## src/rtl/dda_pkg.sv

```systemverilog
// Shared types and default widths for the DDA move sequencer and its tick generator.
package dda_pkg;

  localparam int DDA_BITS_DEF      = 64;
  localparam int DURATION_BITS_DEF = 32;
  localparam int DIVISOR_BITS_DEF  = 8;

  typedef struct packed {
    logic [DURATION_BITS_DEF-1:0] duration;
    logic [DDA_BITS_DEF-1:0]      increment;
    logic [DDA_BITS_DEF-1:0]      incrementincrement;
    logic                         dir;
  } move_t;

  typedef enum logic [1:0] {IDLE, LOAD, EXECUTE} seq_state_t;

endpackage

```

## src/rtl/dda_tick_gen.sv

```systemverilog
// Free-running divider producing the square-wave dda_tick and a one-cycle tick_seen
// pulse aligned with the cycle in which dda_tick is first seen high.
module dda_tick_gen
  import dda_pkg::*;
#(
  parameter int DIVISOR_BITS = DIVISOR_BITS_DEF
) (
  input  logic                    CLK,
  input  logic                    resetn,
  input  logic [DIVISOR_BITS-1:0] clock_divisor,
  output logic                    dda_tick,
  output logic                    tick_seen
);

  logic [DIVISOR_BITS-1:0] count;
  logic                    wrap;

  assign wrap = (count == clock_divisor);

  // NOTE: sequential state uses non-blocking assignments so every register samples pre-edge values.
  always_ff @(posedge CLK or negedge resetn) begin
    if (!resetn) begin
      count     <= '0;
      dda_tick  <= 1'b0;
      tick_seen <= 1'b0;
    end else begin
      count     <= wrap ? '0 : count + 1'b1;
      tick_seen <= wrap && !dda_tick;
      if (wrap) dda_tick <= ~dda_tick;
    end
  end

endmodule

```

## src/rtl/dda_move_sequencer.sv

```systemverilog
// Double-buffered move feeder for the DDA step timer (holding slot + active move).
// Optional abort support is compiled in when MOVE_ABORT_EN is defined.
module dda_move_sequencer
  import dda_pkg::*;
#(
  parameter int DDA_BITS      = DDA_BITS_DEF,
  parameter int DURATION_BITS = DURATION_BITS_DEF,
  parameter int DIVISOR_BITS  = DIVISOR_BITS_DEF
) (
  input  logic                     CLK,
  input  logic                     resetn,
  input  logic [DIVISOR_BITS-1:0]  clock_divisor,
  input  logic                     move_valid,
  output logic                     move_ready,
  input  logic [DURATION_BITS-1:0] move_duration,
  input  logic [DDA_BITS-1:0]      move_increment,
  input  logic [DDA_BITS-1:0]      move_incrementincrement,
  input  logic                     move_dir,
  output logic [DDA_BITS-1:0]      increment,
  output logic [DDA_BITS-1:0]      incrementincrement,
  output logic                     dir,
  output logic                     loading_move,
  output logic                     executing_move,
  output logic                     dda_tick,
  output logic                     move_done,
`ifdef MOVE_ABORT_EN
  input  logic                     abort,
  output logic                     abort_done,
`endif
  output logic                     busy
);

  seq_state_t               state, state_next;
  move_t                    hold;
  logic                     hold_full, hold_full_next;
  logic                     ready_q;
  logic [DURATION_BITS-1:0] remaining;
  logic                     tick_seen, accept, drain, load, completing, abort_i;

  dda_tick_gen #(.DIVISOR_BITS(DIVISOR_BITS)) u_tick_gen (
    .CLK          (CLK),
    .resetn       (resetn),
    .clock_divisor(clock_divisor),
    .dda_tick     (dda_tick),
    .tick_seen    (tick_seen)
  );

`ifdef MOVE_ABORT_EN
  assign abort_i = abort;
`else
  assign abort_i = 1'b0;
`endif

  // A move offered in an abort cycle must be refused, so ready is masked combinationally.
  assign move_ready     = ready_q & ~abort_i;
  assign accept         = move_valid & move_ready;
  assign completing     = (state == EXECUTE) && tick_seen && (remaining == DURATION_BITS'(1));
  assign load           = drain && (hold.duration != '0);
  assign loading_move   = (state == LOAD);
  assign executing_move = (state == EXECUTE);
  assign busy           = (state != IDLE) || hold_full;

  // NOTE: every always_comb output gets a default first, so no path can infer a latch.
  always_comb begin
    state_next = state;
    drain      = 1'b0;
    move_done  = 1'b0;
    case (state)
      IDLE: begin
        if (hold_full) begin
          drain = 1'b1;
          if (hold.duration == '0) move_done  = 1'b1;
          else                     state_next = LOAD;
        end
      end
      LOAD: state_next = EXECUTE;
      EXECUTE: begin
        if (completing) begin
          move_done = 1'b1;
          // A zero-length successor is left for IDLE to consume with its own done pulse.
          if (hold_full && hold.duration != '0) begin
            drain      = 1'b1;
            state_next = LOAD;
          end else begin
            state_next = IDLE;
          end
        end
      end
      default: state_next = IDLE;
    endcase
    if (abort_i) begin
      state_next = IDLE;
      drain      = 1'b0;
      move_done  = 1'b0;
    end
    hold_full_next = abort_i ? 1'b0 : ((hold_full & ~drain) | accept);
  end

  always_ff @(posedge CLK or negedge resetn) begin
    if (!resetn) state <= IDLE;
    else         state <= state_next;
  end

  always_ff @(posedge CLK or negedge resetn) begin
    if (!resetn) begin
      hold               <= '0;
      hold_full          <= 1'b0;
      ready_q            <= 1'b0;
      remaining          <= '0;
      increment          <= '0;
      incrementincrement <= '0;
      dir                <= 1'b0;
    end else begin
      hold_full <= hold_full_next;
      ready_q   <= ~hold_full_next;
      if (accept) begin
        hold <= '{duration: move_duration, increment: move_increment,
                  incrementincrement: move_incrementincrement, dir: move_dir};
      end
      if (load) begin
        increment          <= hold.increment;
        incrementincrement <= hold.incrementincrement;
        dir                <= hold.dir;
        remaining          <= hold.duration;
      end else if (state == EXECUTE && tick_seen) begin
        remaining <= remaining - 1'b1;
      end
    end
  end

`ifdef MOVE_ABORT_EN
  always_ff @(posedge CLK or negedge resetn) begin
    if (!resetn) abort_done <= 1'b0;
    else         abort_done <= abort_i;
  end
`endif

endmodule

```

## config.mk

```make
export PLATFORM = sky130hd
export DESIGN_NAME = dda_move_sequencer
export DESIGN_NICKNAME = d
export VERILOG_FILES = /design/src/rtl/dda_pkg.sv /design/src/rtl/dda_tick_gen.sv /design/src/rtl/dda_move_sequencer.sv
export SDC_FILE = /design/constraint.sdc
export NUM_CORES = 1
export LEC_CHECK = 0
export ABC_AREA = 1
export ABC_CLOCK_PERIOD_IN_PS = 2000
export CORE_MARGIN = 2
export CORE_UTILIZATION = 40
export DETAILED_ROUTE_END_ITERATION = 16
export GPL_ROUTABILITY_DRIVEN = 0
export HOLD_SLACK_MARGIN = 0.15
export PLACE_DENSITY = 0.66
export SYNTH_ARGS = -nofsm -noshare
export SYNTH_HDL_FRONTEND = slang
export SYNTH_SLANG_ARGS = --single-unit
```

## constraint.sdc

```tcl
create_clock -name CLK -period 2 [get_ports CLK]
set_clock_uncertainty 0.05 [all_clocks]
set_input_delay 0.5 -clock CLK [delete_from_list [all_inputs] [get_ports CLK]]
set_output_delay 0.5 -clock CLK [all_outputs]
set_load 0.02 [all_outputs]
```

==> results.ini, run 1 <==
[global_route]
grt_pass1_wl_microns = 68360
antenna_found_initial = 4
overflow = 0
grt_pass1_vias = 12920
grt_max_degree = 61
gr-usage-all-layers_pct = 23.92

[synthesis]
ys_ff_latch = 336
synth_enable_flop_cells = 0
synth_area_sq_mm = 0.01405
syn_nets = 1664
yosysMostFrequentCell = nand2_1
synth_top_area_share_pct = 59.82
syn-instance-count = 1489
yosysWarnings = 0
async_flop_share_pct = 100.0
synth.largest_area_cell = dfrtp_1
avgSynthCellArea_sq_um = 9.439
yosys-top-cells-count = nand2_1, dfrtp_1, nor2_1
synth_ff_type = dfrtp_1
synthTopCellsByArea = dfrtp_1, nand2_1, mux2_2, nor2_1, nand3_1
ys_seq_area_share_pct = 59.82
yosysUniqueCellTypes = 32

[min_path]
hold_class = input pin to async pin

[place]
dp_hpwl_microns = 27470
portBuffers = 306
place_area_sq_mm = 0.01889

[critical_path]
cp.arrival_ns = 1.84
required_ns = 1.45
crit_fanout = 2
crit_type = register to output pin
start_kind = register
endpoint_kind = output pin
worst_r2r_path_depth = 15

[sta]
finalCriticalPeriod_ns = 2.389
maxSlewViolCount = 0
slew_headroom_pct = 63.44
tightestPinTransition_ns = 0.5478
setup_slack_ns = -0.3895
whs_ns = 0.4167
fmax_mhz = 418.5
rsz0062_at_grt = yes
hold_viol_final = 0
fin_crit_sh_pct = 119.5
setup_viol = 160

[drt]
viasPerCell = 4.979
drc_errors = 0
totalWireLength_microns = 45400
drt-initial-drc-count = 597
num_vias = 12330
antenna_left = 0
dr.pass1.iters = 7
avgRoutedWirePerCell_microns = 18.34

[cells_and_area]
layout.nets = 2165
final_area_sq_mm = 0.02313
nFillCells = 2711
area_growth_pct = 64.56
layout-drive-gt1-share_pct = 36.19
final_core_util_pct = 66.96

[die]
die_y_microns = 191.5
rows = 68
num_io_pins = 307
start_util_pct = 40.69
fp.dieArea_sq_mm = 0.03665
core_sq_mm = 0.03454
die_x_microns = 191.5

[pwr]
power_density_mw_per_mm2 = 1807
p_sw_mw = 16.58
netSwitchingFraction_pct = 39.66
internal-power_mw = 25.22
finalPower_mw = 41.80
sequentialPowerShare_pct = 30.0
combPwrFrac_pct = 53.5
p_leak_nw = 11.20
ir_drop_mv = 0.9264
power.share.clock_pct = 16.5

[cts]
clkTransAtPathRegs_ns = 0.06
cts_buffer_depth = 3
cts_root_buffer = clkbuf_16
htree_levels = 2
cts.sinks = 336
cts_made_buffers = 38
cts_tree = built
clk_latency_ns = 0.52

[run_status]
outcome = finished, violations left
violations = negative setup slack

[flow_run]
cap_viol_max_count = 0

stage by stage:
stage / setup TNS, ns / setup WS [ns] / instances
floorplan: 0 / 0.1283 / 1489
global placement: -0.4153 / -0.4142 / 2334
detailed placement: -1.407 / -0.4513 / 2334
CTS: -38.31 / -0.4779 / 2469
global route: -49.49 / -0.4849 / 2476
finish: -24.21 / -0.3895 / 2476
final cells by class:
| cell class | instances | area, sq um | area share (%) |
|---|---|---|---|
| antenna | 4 | 10.01 | 0.04328 |
| inverter | 112 | 432.9 | 1.872 |
| timing repair buffer | 528 | 5896 | 25.49 |
| multi-input combinational | 974 | 6551 | 28.33 |
| clock inverter | 10 | 106.4 | 0.4598 |
| clock buffer | 57 | 1155 | 4.993 |
| tap | 455 | 569.3 | 2.461 |
| sequential | 336 | 8408 | 36.35 |
power by group through the flow:
stage	clock, mW	combinational [mW]	sequential (mW)
2_1_floorplan	0	6.77	13.5
3_3_place_gp	0	15.6	11.9
3_5_place_dp	0	16.0	12.0
4_1_cts	7.07	20.4	12.1
5_1_grt	7.41	24.0	12.9
6_report	6.91	22.3	12.5
cell usage in the layout, fill, tap and decap left out, types with 10 or more instances in the layout:
| master | n |
|---|---|
| a21oi_1 | 86 |
| buf_12 | 43 |
| buf_16 | 27 |
| buf_4 | 125 |
| buf_6 | 12 |
| buf_8 | 10 |
| clkbuf_16 | 48 |
| clkdlybuf4s50_1 | 170 |
| dfrtp_1 | 336 |
| dlygate4sd2_1 | 130 |
| inv_1 | 109 |
| mux2_2 | 92 |
| nand2_1 | 198 |
| nand2_2 | 118 |
| nand2_4 | 88 |
| nand3_1 | 30 |
| nand3_2 | 47 |
| nand3_4 | 13 |
| nor2_1 | 156 |
| nor2_2 | 13 |
| o21ai_1 | 14 |
| o21ai_2 | 58 |
| xnor2_1 | 14 |
registers in the layout (all words and copies together), names as in the netlist:
signal                flops
incrementincrement       64
u_tick_gen.tick_seen      1
u_tick_gen.dda_tick       1
state                     2
hold                    161
dir                       1
remaining                32
move_ready                1
increment                64
u_tick_gen.count          8
hold_full                 1
critical path, stage by stage (launching register included):
cell and delay, ns:
dfrtp_1 0.39, nor2_2 0.12, nand3_1 0.10, nor4_2 0.27
nand3_1 0.12, o21ai_2 0.18, buf_6 0.14
final timing paths:
check                                              start                                  to  slack, ns
worst max-delay path            remaining[2]$_DFFE_PN0P_                           move_done      -0.39
worst min-delay path                              resetn            increment[2]$_DFFE_PN0P_       0.42
worst max register to register  remaining[1]$_DFFE_PN0P_           remaining[17]$_DFFE_PN0P_      -0.23
worst min register to register      hold[53]$_DFFE_PN0P_  incrementincrement[52]$_DFFE_PN0P_       0.42
max in group asynchronous                         resetn                hold[35]$_DFFE_PN0P_       0.77
min in group CLK                    hold[53]$_DFFE_PN0P_  incrementincrement[52]$_DFFE_PN0P_       0.42
repair_timing:
action                                  CTS  global route
setup buffers                            30             8
hold buffers                              1             0
endpoints found under the hold margin    33             0
cloned                                   37            10
pin swaps                                28            68
gates resized for setup                 377           303
endpoints found under the setup margin  280           167
layer usage:
layer	part of all wire, %	vias to the layer above	routed length [microns]	track usage, %
li1	-	5793	-	-
met1	39	6044	17670	28.96
met2	50	381	22830	40.47
met3	6.9	109	3154	6.572
met4	3.9	0	1748	9.290
met5	0	-	0	0
logic make-up (layout without fill, tap and decap cells):
logic type | after synthesis | after routing | share of synthesized area, %
DFF | 336 | 336 | 59.82
buffers and inverters | 180 | 707 | 5.092
muxes | 92 | 92 | 7.371
and+or+nand+nor | 693 | 694 | 20.02
adders and majority gates | 3 | 3 | 0.2671
other | 0 | 4 | 0
AOI/OAI and AO/OA | 168 | 168 | 6.365
xor gates and xnor gates | 17 | 17 | 1.059
Power figures use the tool's default switching activity.
==> run 2: changes to the inputs <==
Settings changed: ABC_CLOCK_PERIOD_IN_PS 2000 to 2400, GPL_TIMING_DRIVEN set to 0.
Clock period 2 ns to 2.4 ns, I/O delays scaled along.
==> run 2 against run 1 <==
Count of clock-buffer cells in the layout stayed put. Critical endpoint unchanged. Sequential share of layout area is 7.5 points higher. The flow still finishes with violations (negative setup slack). Cell count is 5.5% lower. First-iteration DRC count is 8.7% higher.
==> results.ini, run 2 (synthesized netlist as in run 1, its figures left out) <==
[cells_and_area]
final_core_util_pct = 55.51  ; -11 points
largest_reg_flops = 161  ; unchanged
regArea_sq_mm = 0.008413  ; about the same
final_cell_mix = nand2_1, dfrtp_1, clkdlybuf4s50_1
reg_top3 = hold: 161 flops, increment: 64 flops, incrementincrement: 64 flops
nFillCells = 3102  ; +14%
layout-drive-gt1-share_pct = 13.07  ; -23 points
final_common_cell = nand2_1
multi_input_area_sq_mm = 0.004996  ; -24%
layout.nets = 2030  ; -6.2%
area_growth_pct = 36.42
regMostFlops = hold

[critical_path]
cp_cell_sequence = nor2_1 > nand2_1 > inv_1 > nand2_1 > o21ai_2 > buf_6
slowest_stage = dfrtp_1
worst_r2r_path_depth = 10  ; -5
critical_path_cell_count = 6  ; unchanged
start_kind = register
critPathBufInv = 2  ; +1
cp_common_cell = nand2_1
r2r_end = remaining[15]$_DFFE_PN0P_
worst-r2r-setup-slack_ns = 0.13  ; +0.36 ns
crit_fanout = 5  ; +3
crit_type = register to output pin
endpoint_kind = output pin
crit_start = remaining[18]$_DFFE_PN0P_
cp_top_family = simple AND/OR/NAND/NOR gates
reg2reg_from = remaining[2]$_DFFE_PN0P_
cp.arrival_ns = 1.91  ; +0.07 ns
critPathMaxStageDelay_ns = 0.44  ; +0.05 ns
crit_end = move_done
required_ns = 1.75  ; +0.30 ns

[global_route]
grt_max_degree = 122  ; +100%
grt_pass1_wl_microns = 62690  ; -8.3%
overflow = 0  ; unchanged
antenna_found_initial = 2  ; -2
gr-usage-all-layers_pct = 21.91  ; -2.0 points
grt_pass1_vias = 11810  ; -8.6%

[pwr]
power_density_mw_per_mm2 = 1433  ; -21%
ir_drop_mv = 0.7275  ; -21%
p_leak_nw = 8.885  ; -21%
finalPower_mw = 27.47  ; -34%

[run_status]
outcome = finished, violations left
violations = negative setup slack

[drt]
dr.pass1.iters = 5  ; -2
totalWireLength_microns = 39400  ; -13%
drt-initial-drc-count = 649  ; +8.7%
drc_errors = 0  ; unchanged
num_vias = 11470  ; -7.0%
antenna_left = 0  ; unchanged
avgRoutedWirePerCell_microns = 16.84  ; -8.1%
viasPerCell = 4.902  ; -1.5%

[die]
core_sq_mm = 0.03454  ; unchanged
fp.dieArea_sq_mm = 0.03665  ; unchanged
rows = 68  ; unchanged
die_x_microns = 191.5  ; unchanged
num_io_pins = 307  ; unchanged
start_util_pct = 40.69  ; unchanged
die_y_microns = 191.5  ; unchanged

[sta]
setup_viol = 1  ; -99%
rsz0062_at_grt = yes
tns_ns = -0.1575  ; +24.06 ns
setup_slack_ns = -0.1575  ; +0.2320 ns
fin_crit_sh_pct = 106.6
maxSlewViolCount = 0  ; unchanged
tightestPinTransition_ns = 0.6439  ; +0.09603 ns
finalCriticalPeriod_ns = 2.557
hold_viol_final = 0  ; unchanged
fmax_mhz = 391.0
slew_headroom_pct = 57.08  ; -6.4 points

[place]
dp_hpwl_microns = 28380  ; +3.3%
portBuffers = 306  ; unchanged

[min_path]
hold_class = register to register

[cts]
cts_made_buffers = 37  ; -2.6%
clk_latency_ns = 0.53  ; about the same
htree_levels = 2  ; unchanged
cts_buffer_depth = 3  ; unchanged
cts_tree = built
clkTransAtPathRegs_ns = 0.06  ; about the same
cts_root_buffer = clkbuf_16
cts.sinks = 336  ; unchanged

[flow_run]
cap_viol_max_count = 0  ; unchanged

## run 2: cell types whose count changed in the layout (fill, tap and decap cells not counted), sizes merged
cell           delta
clkinv            -3
buf             -158
clkdlybuf4s50   +131
clkbuf           +22
inv               +3
dlymetal6s2s      -1
diode             -2
nand2             -1
dlygate4sd2     -127
clkinvlp          -1
## run 2: worst min-delay path by stage
stage	start	to	cells past startpoint
after global routing	hold[32]$_DFFE_PN0P_	incrementincrement[31]$_DFFE_PN0P_	2
final	hold[32]$_DFFE_PN0P_	incrementincrement[31]$_DFFE_PN0P_	2
after CTS	hold[32]$_DFFE_PN0P_	incrementincrement[31]$_DFFE_PN0P_	2
after global placement	hold[47]$_DFFE_PN0P_	incrementincrement[46]$_DFFE_PN0P_	2
after detailed placement	hold[39]$_DFFE_PN0P_	incrementincrement[38]$_DFFE_PN0P_	2
after floorplan	resetn	dir$_DFFE_PN0P_	0
## run 2: timing repair
| item | CTS | global route |
|---|---|---|
| gates cloned | 0 | 0 |
| resized for setup | 36 | 15 |
| endpoints found under the setup margin | 222 | 117 |
| hold buffers | 1 | 0 |
| pin swaps | 9 | 4 |
| endpoints found under the hold margin | 57 | 0 |
| setup buffers | 15 | 3 |
## run 2: metrics by stage
| stage | cell area (sq um) | hold WS (ns) | instances | setup slack, ns |
|---|---|---|---|---|
| finish | 19170 | 0.4037 | 2339 | -0.1575 |
| detailed placement | 17770 | 0.3996 | 2253 | -1.234 |
| global placement | 17690 | 0.3922 | 2250 | -13.96 |
| floorplan | 14050 | 0.2544 | 1489 | 0.2812 |
| CTS | 19130 | 0.4066 | 2335 | -0.1460 |
| global route | 19170 | 0.4278 | 2339 | -0.2127 |
## run 2: layout make-up
type	count	area share, %
buffer	67	1.612
sequential	336	43.88
tap	455	2.969
inverter	112	2.193
multi-input combinational	973	26.06
timing repair buffer	328	17.18
clock buffer	57	5.586
clock inverter	9	0.5025
antenna	2	0.02610
## run 2: worst register-to-register path, stage by stage (launching register included)
cell and delay (ns):
dfrtp_1 0.39, buf_4 0.15, nor2_1 0.20, nand2_1 0.08
nor2_1 0.13, nand3_2 0.12, o21bai_4 0.22, buf_4 0.17
clkbuf_1 0.41, nand3_1 0.17, nand3_1 0.13
## run 2: report_power, final
group          leakage, nW  internal, mW  switching, mW  total (mW)
Sequential            3.96          8.54           1.71        10.3
Combinational         4.35          5.05           6.68        11.7
Clock                0.575          3.21           2.28        5.49
Total                 8.89          16.8           10.7        27.5
## run 2: metal layers
layer / GRT usage, % / part of all wire, % / vias up
li1: - / - / 5484
met1: 26.54 / 40 / 5570
met2: 35.77 / 48 / 320
met3: 7.270 / 7.8 / 91
met4: 9.320 / 3.9 / 0
met5: 0 / 0 / -
==> run 3: changes to the inputs <==
Settings changed: SLEW_MARGIN set to 25.
==> run 3 against run 2 <==
Combinational power about the same. Global-route usage about the same. Non-clock buffer count fell by 5. Critical path depth unchanged. Critical path type unchanged. Total power is 0.19% lower. The flow still finishes with violations (negative setup slack).
==> results.ini, run 3 (synthesized netlist as in run 1, its figures left out) <==
[cells_and_area]
largest_reg_flops = 161  ; unchanged
area_growth_pct = 36.15
regMostFlops = hold
final_core_util_pct = 55.40  ; -0.11 points
layout.nets = 2026  ; -0.20%
finalNonFillerCells = 2331  ; -0.34%
layout-drive-gt1-share_pct = 12.92  ; -0.15 points
reg_top3 = hold: 161 flops, increment: 64 flops, incrementincrement: 64 flops
final_cell_mix = nand2_1, dfrtp_1, clkdlybuf4s50_1
final_common_cell = nand2_1

[drt]
num_vias = 11430  ; -0.28%
dr.pass1.iters = 5  ; unchanged
viasPerCell = 4.905  ; about the same
totalWireLength_microns = 39500  ; +0.25%
avgRoutedWirePerCell_microns = 16.95  ; +0.60%
antenna_left = 0  ; unchanged
drt-initial-drc-count = 686  ; +5.7%
drc_errors = 0  ; unchanged

[cts]
htree_levels = 2  ; unchanged
clk_latency_ns = 0.54  ; about the same
cts.sinks = 336  ; unchanged
cts_tree = built
clkTransAtPathRegs_ns = 0.06  ; about the same
cts_buffer_depth = 3  ; unchanged
cts_made_buffers = 38  ; +2.7%
cts_root_buffer = clkbuf_16

[critical_path]
worst-r2r-setup-slack_ns = 0.17  ; +0.04 ns
crit_fanout = 5  ; unchanged
cp.arrival_ns = 1.90  ; about the same
crit_type = register to output pin
start_kind = register
endpoint_kind = output pin
required_ns = 1.75  ; about the same

[pwr]
power.share.clock_pct = 20.0  ; about the same
ir_drop_mv = 0.7594  ; +4.4%
internal-power_mw = 16.75  ; -0.26%
power_density_mw_per_mm2 = 1433  ; about the same
netSwitchingFraction_pct = 38.91  ; +0.041 points
p_sw_mw = 10.67  ; about the same
sequentialPowerShare_pct = 37.4  ; about the same
p_leak_nw = 8.866  ; -0.21%
combPwrFrac_pct = 42.7  ; about the same

[run_status]
outcome = finished, violations left
violations = negative setup slack

[die]
die_x_microns = 191.5  ; unchanged
fp.dieArea_sq_mm = 0.03665  ; unchanged
start_util_pct = 40.69  ; unchanged
rows = 68  ; unchanged
core_sq_mm = 0.03454  ; unchanged
num_io_pins = 307  ; unchanged
die_y_microns = 191.5  ; unchanged

[global_route]
grt_pass1_wl_microns = 62760  ; +0.12%
antenna_found_initial = 4  ; +2
overflow = 0  ; unchanged
gr-usage-all-layers_pct = 21.90  ; about the same
grt_max_degree = 93  ; -24%
grt_pass1_vias = 11720  ; -0.74%

[sta]
maxSlewViolCount = 0  ; unchanged
rsz0062_at_grt = yes
tns_ns = -0.1484  ; +0.009083 ns
finalCriticalPeriod_ns = 2.548  ; -0.009083 ns
setup_slack_ns = -0.1484  ; +0.009083 ns
tightestPinTransition_ns = 0.6438  ; -0.00007975 ns
slew_headroom_pct = 56.92  ; -0.15 points
setup_viol = 1  ; unchanged
hold_viol_final = 0  ; unchanged
fin_crit_sh_pct = 106.2  ; -0.38 points
fmax_mhz = 392.4  ; +0.36%

[place]
portBuffers = 306  ; unchanged
dp_hpwl_microns = 28360  ; about the same
dp_cells = 2253  ; unchanged

[min_path]
hold_class = register to register

[flow_run]
cap_viol_max_count = 0  ; unchanged

run 3: layout make-up:
| class | instances | area (sq um) |
|---|---|---|
| clock inverter | 9 | 66.31 |
| sequential | 336 | 8413 |
| timing repair buffer | 323 | 3256 |
| antenna | 3 | 7.507 |
| tap | 455 | 569.3 |
| multi-input combinational | 973 | 4991 |
| inverter | 112 | 420.4 |
| fill | 3140 | 15410 |
| clock buffer | 53 | 1099 |
| buffer | 67 | 314.1 |
run 3: power by group through the flow:
stage               registers [mW]  clock network (mW)  logic, mW
finish                        10.2                5.48       11.7
global route                  10.6                5.88       12.9
CTS                           10.2                5.64       11.8
detailed placement            10.3                   0       11.5
global placement              10.3                   0       11.3
floorplan                     11.2                   0       5.64
run 3: worst max-delay path: stages, from the launching register on:
cell	delay [ns]
dfrtp_1	0.44
nor2_1	0.18
nand2_1	0.12
inv_1	0.07
nand2_1	0.15
o21ai_2	0.26
buf_6	0.15
run 3: path summary, 6_finish.rpt:
kind                                            from                                end  cells after the start
max in group asynchronous                     resetn           remaining[7]$_DFFE_PN0P_                      4
min in group asynchronous                     resetn                hold[9]$_DFFE_PN0P_                      2
setup reg to reg            remaining[1]$_DFFE_PN0P_          remaining[27]$_DFFE_PN0P_                      9
hold reg to reg                  hold[4]$_DFFE_PN0P_  incrementincrement[3]$_DFFE_PN0P_                      2
hold / removal                   hold[4]$_DFFE_PN0P_  incrementincrement[3]$_DFFE_PN0P_                      2
setup / recovery           remaining[18]$_DFFE_PN0P_                          move_done                      6
run 3: through the flow:
step	setup slack, ns	area, sq um	power, mW	hold slack (ns)
CTS	-0.1769	19060	27.65	0.4138
floorplan	0.2812	14050	16.88	0.2544
global route	-0.2638	19140	29.38	0.4251
finish	-0.1484	19140	27.42	0.4070
global placement	-13.96	17690	21.51	0.3922
detailed placement	-1.260	17770	21.82	0.3995
run 3: layer usage:
metal	up-vias	share of wire, %	wire [microns]	global-route usage, %
met5	-	0	0	0
met4	0	3.3	1321	8.107
met3	76	7.2	2843	6.536
met2	306	48	19080	36.17
met1	5568	41	16260	27.13
li1	5483	-	-	-
run 3: what timing repair did:
item	CTS	global route
gates resized for setup	29	21
hold endpoints to repair	71	0
pin swaps	7	3
hold buffers	1	0
setup buffers	10	3
endpoints found under the setup margin	209	222
